==> src/rtl/simt_pkg.sv <==
// Shared types for the SIMT group's DMA command port: command encoding,
// sequencer states, and the word-alignment helper.
package simt_pkg;

   typedef enum logic [1:0] {
      NONE = 2'b00,
      D2S  = 2'b01,
      S2D  = 2'b10
   } dma_cmd_t;

   typedef enum logic [2:0] {
      IDLE,
      D2S_REQ,
      D2S_WAIT,
      D2S_WR,
      S2D_RD,
      S2D_WAIT,
      S2D_REQ,
      DONE
   } dma_state_t;

   localparam logic [31:0] WORD_BYTES = 32'd4;

   function automatic logic [31:0] word_align(input logic [31:0] a);
      return {a[31:2], 2'b00};
   endfunction

endpackage

==> src/rtl/dma_addr_gen.sv <==
// Source/destination address and word-count registers for dma_ctrl.
// Remaining count is a down-counter; last flags the final word.
module dma_addr_gen
   import simt_pkg::*;
#(
   parameter int WIDTH_W = 10
) (
   input  logic               clk,
   input  logic               reset,
   input  logic               load,
   input  logic               step,
   input  logic [31:0]        src_init,
   input  logic [31:0]        dst_init,
   input  logic [WIDTH_W-1:0] width_init,
   output logic [31:0]        src,
   output logic [31:0]        dst,
   output logic               last
);

   logic [WIDTH_W-1:0] remaining;

   always_ff @(posedge clk or negedge reset) begin
      if (!reset) begin
         src       <= '0;
         dst       <= '0;
         remaining <= '0;
      end else if (load) begin
         src       <= word_align(src_init);
         dst       <= word_align(dst_init);
         remaining <= width_init;
      end else if (step) begin
         src       <= src + WORD_BYTES;
         dst       <= dst + WORD_BYTES;
         remaining <= remaining - WIDTH_W'(1);
      end
   end

   assign last = (remaining == WIDTH_W'(1));

endmodule

==> src/rtl/dma_ctrl.sv <==
// Word-at-a-time DMA sequencer between DRAM and one SRAM port.
// Optional SRAM range check and sticky dmaError: define DMA_BOUNDS_CHECK_EN.
//
// state    | meaning
// IDLE     | waiting for an armed d2s/s2d command
// D2S_REQ  | DRAM read request held until dramReady
// D2S_WAIT | waiting for dramReadValid, capture word
// D2S_WR   | SRAM write of captured word, advance pointers
// S2D_RD   | SRAM address presented
// S2D_WAIT | capture SRAM read data
// S2D_REQ  | DRAM write request held until dramReady, advance pointers
// DONE     | one-cycle dmaDone pulse
module dma_ctrl
   import simt_pkg::*;
#(
   parameter int WIDTH_W    = 10,
   parameter int SRAM_BYTES = 65536
) (
   input  logic               clk,
   input  logic               reset,
   input  logic [1:0]         dmaCmd,
   input  logic [31:0]        dmaSrcAddress,
   input  logic [31:0]        dmaDstAddress,
   input  logic [WIDTH_W-1:0] dmaWidth,
   output logic               dmaBusy,
   output logic               dmaDone,
`ifdef DMA_BOUNDS_CHECK_EN
   output logic               dmaError,
`endif
   output logic [31:0]        sramAddress,
   output logic               sramWriteEnable,
   output logic [31:0]        sramWriteData,
   input  logic [31:0]        sramReadData,
   output logic [31:0]        dramAddress,
   output logic               dramReq,
   output logic               dramWe,
   output logic [31:0]        dramWriteData,
   input  logic               dramReady,
   input  logic               dramReadValid,
   input  logic [31:0]        dramReadData
);

   // The SRAM port decodes only bits [15:2]; the upper bits are kept clear.
   localparam logic [31:0] SRAM_MASK = 32'(SRAM_BYTES - 1);

   dma_state_t  state, state_nxt;
   logic        armed;
   logic        cmd_valid;
   logic        accept;
   logic        bad_range;
   logic        addr_step;
   logic [31:0] data;
   logic [31:0] src, dst;
   logic        last;

   assign cmd_valid = (dmaCmd == D2S) || (dmaCmd == S2D);
   assign accept    = (state == IDLE) && armed && cmd_valid;

`ifdef DMA_BOUNDS_CHECK_EN
   logic [31:0] sram_base;
   logic [33:0] range_end;
   assign sram_base = (dmaCmd == D2S) ? dmaDstAddress : dmaSrcAddress;
   assign range_end = {2'b00, word_align(sram_base)}
                    + {{(32-WIDTH_W){1'b0}}, dmaWidth, 2'b00};
   assign bad_range = range_end > 34'(SRAM_BYTES);

   always_ff @(posedge clk or negedge reset) begin
      if (!reset)
         dmaError <= 1'b0;
      else if (accept)
         dmaError <= bad_range;
   end
`else
   assign bad_range = 1'b0;
`endif

   dma_addr_gen #(.WIDTH_W(WIDTH_W)) u_addr_gen (
      .clk        (clk),
      .reset      (reset),
      .load       (accept),
      .step       (addr_step),
      .src_init   (dmaSrcAddress),
      .dst_init   (dmaDstAddress),
      .width_init (dmaWidth),
      .src        (src),
      .dst        (dst),
      .last       (last)
   );

   always_ff @(posedge clk or negedge reset) begin
      if (!reset) begin
         state <= IDLE;
         armed <= 1'b1;
         data  <= '0;
      end else begin
         state <= state_nxt;
         if (!cmd_valid)
            armed <= 1'b1;
         else if (accept)
            armed <= 1'b0;
         if (state == D2S_WAIT && dramReadValid)
            data <= dramReadData;
         else if (state == S2D_WAIT)
            data <= sramReadData;
      end
   end

   always_comb begin
      state_nxt       = state;
      addr_step       = 1'b0;
      dmaBusy         = 1'b1;
      dmaDone         = 1'b0;
      sramAddress     = '0;
      sramWriteEnable = 1'b0;
      sramWriteData   = '0;
      dramAddress     = '0;
      dramReq         = 1'b0;
      dramWe          = 1'b0;
      dramWriteData   = '0;
      case (state)
         IDLE: begin
            dmaBusy = 1'b0;
            if (accept) begin
               if (dmaWidth == '0 || bad_range)
                  state_nxt = DONE;
               else if (dmaCmd == D2S)
                  state_nxt = D2S_REQ;
               else
                  state_nxt = S2D_RD;
            end
         end
         D2S_REQ: begin
            dramReq     = 1'b1;
            dramAddress = src;
            if (dramReady)
               state_nxt = D2S_WAIT;
         end
         D2S_WAIT: begin
            if (dramReadValid)
               state_nxt = D2S_WR;
         end
         D2S_WR: begin
            sramWriteEnable = 1'b1;
            sramAddress     = dst & SRAM_MASK;
            sramWriteData   = data;
            addr_step       = 1'b1;
            state_nxt       = last ? DONE : D2S_REQ;
         end
         S2D_RD: begin
            sramAddress = src & SRAM_MASK;
            state_nxt   = S2D_WAIT;
         end
         S2D_WAIT: begin
            state_nxt = S2D_REQ;
         end
         S2D_REQ: begin
            dramReq       = 1'b1;
            dramWe        = 1'b1;
            dramAddress   = dst;
            dramWriteData = data;
            if (dramReady) begin
               addr_step = 1'b1;
               state_nxt = last ? DONE : S2D_RD;
            end
         end
         DONE: begin
            dmaBusy   = 1'b0;
            dmaDone   = 1'b1;
            state_nxt = IDLE;
         end
         default: begin
            dmaBusy   = 1'b0;
            state_nxt = IDLE;
         end
      endcase
   end

endmodule

==> config.mk <==
export PLATFORM = sky130hd
export DESIGN_NAME = dma_ctrl
export DESIGN_NICKNAME = d
export VERILOG_FILES = /design/src/rtl/simt_pkg.sv /design/src/rtl/dma_addr_gen.sv /design/src/rtl/dma_ctrl.sv
export SDC_FILE = /design/constraint.sdc
export NUM_CORES = 1
export LEC_CHECK = 0
export BUFFER_PORTS_ARGS = -buffer_cell sky130_fd_sc_hd__buf_2
export CAP_MARGIN = 25
export CORE_MARGIN = 2
export CORE_UTILIZATION = 30
export CTS_BUF_LIST = sky130_fd_sc_hd__clkbuf_16
export DETAILED_ROUTE_END_ITERATION = 8
export GPL_ROUTABILITY_DRIVEN = 1
export PLACE_DENSITY_LB_ADDON = 0.12
export SYNTH_ARGS = -nofsm -noshare
export SYNTH_HDL_FRONTEND = slang
export SYNTH_SLANG_ARGS = --single-unit
==> constraint.sdc <==
create_clock -name clk -period 2.1 [get_ports clk]
set_clock_uncertainty 0.05 [all_clocks]
set_input_delay 0.105 -clock clk [delete_from_list [all_inputs] [get_ports clk]]
set_output_delay 0.105 -clock clk [all_outputs]
set_load 0.005 [all_outputs]
## Word-level counts from Yosys, hierarchy flattened

Cells that the tools add are included.

| cells by class | value |
|---|---|
| muxes and demuxes | 30 |
| reduce and logical (&&, ||, !) cells | 11 |
| $add $sub $neg | 3 |
| equality and inequality tests | 15 |

Operators by type and width:

| kind | number |
|---|---|
| $mux 32 | 8 |
| $add 32x3->32 const B | 2 |
| $pmux 32 s2 | 1 |
| $pmux 16 s2 | 1 |
| $pmux 3 s8 | 1 |
| $mux 3 | 7 |
| $mux 10 | 2 |
| $eq 3x3->1 const B | 4 |
| $eq 10x1->1 const B | 1 |
| $logic_not 10->1 | 1 |
| $sub 10x1->10 const B | 1 |
| $mux 1 | 8 |
| $ne 2x2->1 const B | 4 |
| $eq 3x2->1 const B | 2 |
| $reduce_and 4->1 | 1 |
| $reduce_bool 2->1 | 2 |
| $reduce_or 2->1 | 2 |
| $eq 3x1->1 const B | 1 |
| $logic_and 1x1->1 | 3 |
| $logic_not 3->1 | 1 |
| $eq 2x1->1 const B | 1 |
| $eq 2x2->1 const B | 1 |
| $mux 2 | 1 |
| $ne 2x1->1 const B | 1 |
| other kinds (2) | 2 |

| word-level totals | value |
|---|---|
| logic and storage cells | 65 |
| output and inout port bits | 133 |
| flip-flop bits (word level) | 110 |
| input port bits | 144 |

## Longest topological paths before layout

| logic depth | value |
|---|---|
| depth after elaboration | 5 |
| gate-level depth with buffers | 9 |

## Cells and area by module

A second synthesis with hierarchy kept.

| second synthesis, totals | value |
|---|---|
| cells, all modules | 808 |
| area total of the unflattened synthesis | 6951.7 sq um |

Modules (own cells, without submodules):

| module | area an instance (sq um) | instances | cells an instance | sequential area each (sq um) |
|---|---|---|---|---|
| dma_addr_gen | 4071.4 | 1 | 472 | 1751.7 |
| dma_ctrl | 2880.3 | 1 | 336 | 902.1 |

## Least setup slack after synthesis

Ideal clock, no wire load.

| timing | value |
|---|---|
| path kind | flip-flop to flip-flop |
| start point | register u_addr_gen.src[2] |
| end point | register u_addr_gen.src[26] |
| required time | 1980 ps |
| arrival | 1852 ps |
| path buffers | 0 |
| setup slack | 128 ps |
| cell stages (with the launch flop) | 7 |
| cell sequence | dfrtp_1 ha_1 nand4_4 nor4_4 nand3_2 or4_1 nand3_1 |

| on the way | value |
|---|---|
| longest elaborated chain between the ends | 3 |

Ends and longest elaborated chain:

| element | line | text |
|---|---|---|
| from (decl) | dma_addr_gen.sv:15 | `output logic [31:0] src,` |
| from (signal assigned) | dma_addr_gen.sv:28 | `src <= word_align(src_init);` |
| from (signal assigned) | dma_addr_gen.sv:32 | `src <= src + WORD_BYTES;` |
| $add 32x3->32 | dma_addr_gen.sv:32 |  |
| $mux 32 | dma_addr_gen.sv:31 | `end else if (step) begin` |
| $mux 32 | dma_addr_gen.sv:27 | `end else if (load) begin` |

No other way between the ends. The select of a mux whose other input is x is not followed.
A chain may end at the register's enable or synchronous reset.

## Final worst setup path

| timing | value |
|---|---|
| start point | register u_addr_gen.dst[13] |
| end point | register u_addr_gen.dst[24] |

| on the way | value |
|---|---|
| longest elaborated chain between the ends | 3 |

Ends and longest elaborated chain:

| element | line | text |
|---|---|---|
| from (decl) | dma_addr_gen.sv:16 | `output logic [31:0] dst,` |
| from (signal assigned) | dma_addr_gen.sv:29 | `dst <= word_align(dst_init);` |
| from (signal assigned) | dma_addr_gen.sv:33 | `dst <= dst + WORD_BYTES;` |
| $add 32x3->32 | dma_addr_gen.sv:33 |  |
| $mux 32 | dma_addr_gen.sv:31 |  |
| $mux 32 | dma_addr_gen.sv:27 |  |

No other way between the ends. The select of a mux whose other input is x is not followed.

==> metrics.txt <==
clk sinks 106; Synthesis Warnings 0; Post-Layout Cell Count 1513; max-slew violations 0; Routed WL per cell 18.0 um; run status complete, no violations; Post-Synth Adder-Cell Area 0.00908; count of final hold-check violations 0; largest stage delay on the critical path 490 ps; number of flops mapped to enable cells by yosys 0; htree depth 3; final instance area 0.0105 sq mm; asr flop ratio synth 1.00; area delta synth->final 52.6%; Seq cells post-synth 106; drt drc 0; DRT Pass-1 Iters 5; post-synthesis mux area share 0.0218; Initial Utilization 0.305; DP Cell Count 1364; crit path max fanout 6; remaining global-route overflow 0; max_cap viols 0; Clock transition at path regs 80 ps; count of different cell masters after synthesis 71; Finish-stage setup viols 0; Hold WC Path Type in2reg; routability cong. 0.874; die width 156 um; vias in the first global route 7620; PnR worst setup slack 104 ps; Detailed Route WL 27300 um; Met2 Routed Length 13100 um; CTS tree done; WL met1 11800 um; Core ar. 0.0226 sq mm; Die Y 156 um; sum of negative setup slack 0 ps; Critical Path RT 2290 ps; worst slew pin tran 581 ps; I/O pins 277; Compound-Gate Fraction of Synth Area 0.206; fin nets 1372; die area 0.0242 sq mm; Highest Signal Layer met4; Slew HR 0.613; Fill cells 2227; Mapped Area 0.00689 sq mm; Seq/Total Area, Yosys 0.385; hold_ws 9.75 ps; clock buffer depth 2; first-pass GRT wire length 42000 um; Post-DP HPWL 19500 um; met3 routed WL 1700 um; antenna cells 0; I/O Buffers 252; kind of critical path reg2reg; XOR/XNOR Fraction of Synth Area 0.0267; synthesized area per cell 8.42 sq um; multi-input gate area in the final layout 0.00389 sq mm; pin count of the biggest net entering global routing 41; final core utilization 0.466; combinational family with the most area after synthesis simple AND/OR/NAND/NOR gates; CP Launch Type register; root buffer selected by CTS clkbuf_16; Rows 55; via/cell ratio 5.05; GRT Total Usage 0.222; power density cells 1100 mW/mm^2; Reg area 0.00266 sq mm; Vias 7640; P_leak 4.94 nW; pre-CTS setup slack 119 ps; clock insertion delay at the later pin of the skew report 360 ps; Post-DRT Antenna Nets 0; share of cells above drive strength 1 0.303; 1st-iter DRT viols 369; Period minus WS final 2000 ps; total power 11.6 mW; crit end category register; Synth Area in Simple Gates 0.281; Tcrit/Tclk final 0.950; max frequency 501 MHz; worst-path cell chain nand4_1 -> nor4_1 -> nand4_1 -> mux2i_1 -> a221o_1; Max VDD drop 0.000440 V; Gate Count Post-Synth 818; worst endpoint data arrival time 2190 ps; Main synth FF type dfrtp_1; initial antenna violation count 0; RSZ-0062 raised after global routing false; Post-DP Area 0.00882 sq mm; crit path max-delay cell type nor4_1; CP most frequent cell nand4_1; TritonCTS buffer count 9
-- path summary, 6_finish.rpt --
| path | from | end | slack (ps) | cells after the start |
|---|---|---|---|---|
| worst max register to register | u_addr_gen.dst[13] | u_addr_gen.dst[24] | 100 | 5 |
| max in group asynchronous | reset | armed | 1110 | 3 |
| worst min register to register | armed | armed | 430 | 2 |
| worst max-delay path | u_addr_gen.dst[13] | u_addr_gen.dst[24] | 100 | 5 |
| min in group asynchronous | reset | u_addr_gen.src[25] | 240 | 2 |
| worst min-delay path | dmaSrcAddress[5] | u_addr_gen.src[5] | 10 | 3 |
-- synth_stat cells, types with 13 or more instances --
library cell | number | area, sq um
a21oi_1 | 15 | 75.1
inv_1 | 16 | 60.1
dfrtp_1 | 105 | 2630
clkbuf_1 | 35 | 131
nand2_1 | 150 | 563
o21ai_0 | 54 | 270
o211ai_1 | 24 | 180
a22o_1 | 39 | 342
buf_4 | 21 | 158
nor2_1 | 34 | 128
buf_2 | 13 | 65.1
mux2i_1 | 15 | 150
and2_1 | 67 | 419
nand3_1 | 38 | 190
a22oi_1 | 25 | 188
nand4_1 | 20 | 125
-- cell families (layout without fill, tap and decap cells) --
| group | Yosys count | after routing |
|---|---|---|
| buffers and inverters | 93 | 484 |
| XOR/XNOR | 21 | 21 |
| flip-flops | 106 | 106 |
| other | 1 | 20 |
| adder cells (fa/ha/maj) | 5 | 5 |
| AND/OR/NAND/NOR | 376 | 376 |
| AO/OA/AOI/OAI | 201 | 201 |
| multiplexers | 15 | 15 |
-- report_power, final --
part	switching (mW)	total (mW)	internal, mW
Sequential	1.06	4.07	3.02
Combinational	3.07	5.70	2.62
Clock	0.862	1.80	0.943
-- sequential cells by signal (all words and copies together), names as in the netlist --
register,count
armed,1
data,32
state,3
u_addr_gen.dst,30
u_addr_gen.remaining,10
u_addr_gen.src,30
-- critical path, delay by kind of cell (launching register included) --
kind            cells  cell delay (ps)
flops               1              460
mux                 1              150
compound gates      1              250
simple gates        3              960
-- timing repair --
item                                   in CTS  in global routing
setup endpoints to repair                  38                 75
setup buffers                               1                  3
hold buffers                              127                  0
gates cloned                                0                  2
gates resized for setup                     1                 13
endpoints found under the hold margin     129                  0
-- cell usage in the layout (no fill, tap or decap), types with 3 or more instances in the layout --
cell type | netlist | routed
nand3_1 | 38 | 38
dfrtp_1 | 105 | 103
clkinv_4 | 0 | 3
or3_1 | 3 | 3
nand3b_1 | 5 | 5
a22o_1 | 39 | 39
ha_1 | 5 | 4
a21oi_1 | 15 | 15
nor3_1 | 11 | 10
a211oi_1 | 5 | 5
nand2_1 | 150 | 149
xnor2_1 | 11 | 11
a22oi_1 | 25 | 25
o211ai_1 | 24 | 24
dlygate4sd3_1 | 0 | 127
mux2i_1 | 15 | 15
buf_2 | 13 | 251
xor2_1 | 10 | 10
o22ai_1 | 4 | 4
nor4_1 | 9 | 8
nand2b_1 | 4 | 3
a41oi_1 | 3 | 3
nand3_2 | 3 | 3
and3_1 | 8 | 8
and2_1 | 67 | 66
nor4_2 | 2 | 3
and4_1 | 4 | 4
buf_12 | 0 | 10
o21ai_0 | 54 | 54
nor2_1 | 34 | 32
clkbuf_16 | 0 | 11
conb_1 | 1 | 20
nand4_1 | 20 | 20
buf_4 | 21 | 58
inv_1 | 16 | 17
o311ai_0 | 10 | 9
-- routing by layer --
| metal | track usage | up-vias |
|---|---|---|
| met3 | 0.0456 | 34 |
| li1 | - | 3720 |
| met4 | 0.0682 | 0 |
| met2 | 0.384 | 293 |
| met1 | 0.279 | 3593 |
| met5 | 0 | - |
-- final cells by class --
cell class	instances	share of cell area
Clock buffer	9	0.0214
Clock inverter	7	0.00761
Inverter	18	0.00690
Multi-Input combinational cell	638	0.370
Sequential cell	106	0.253
Tap cell	285	0.0339
Timing Repair Buffer	450	0.308
Power figures use the tool's default switching activity.
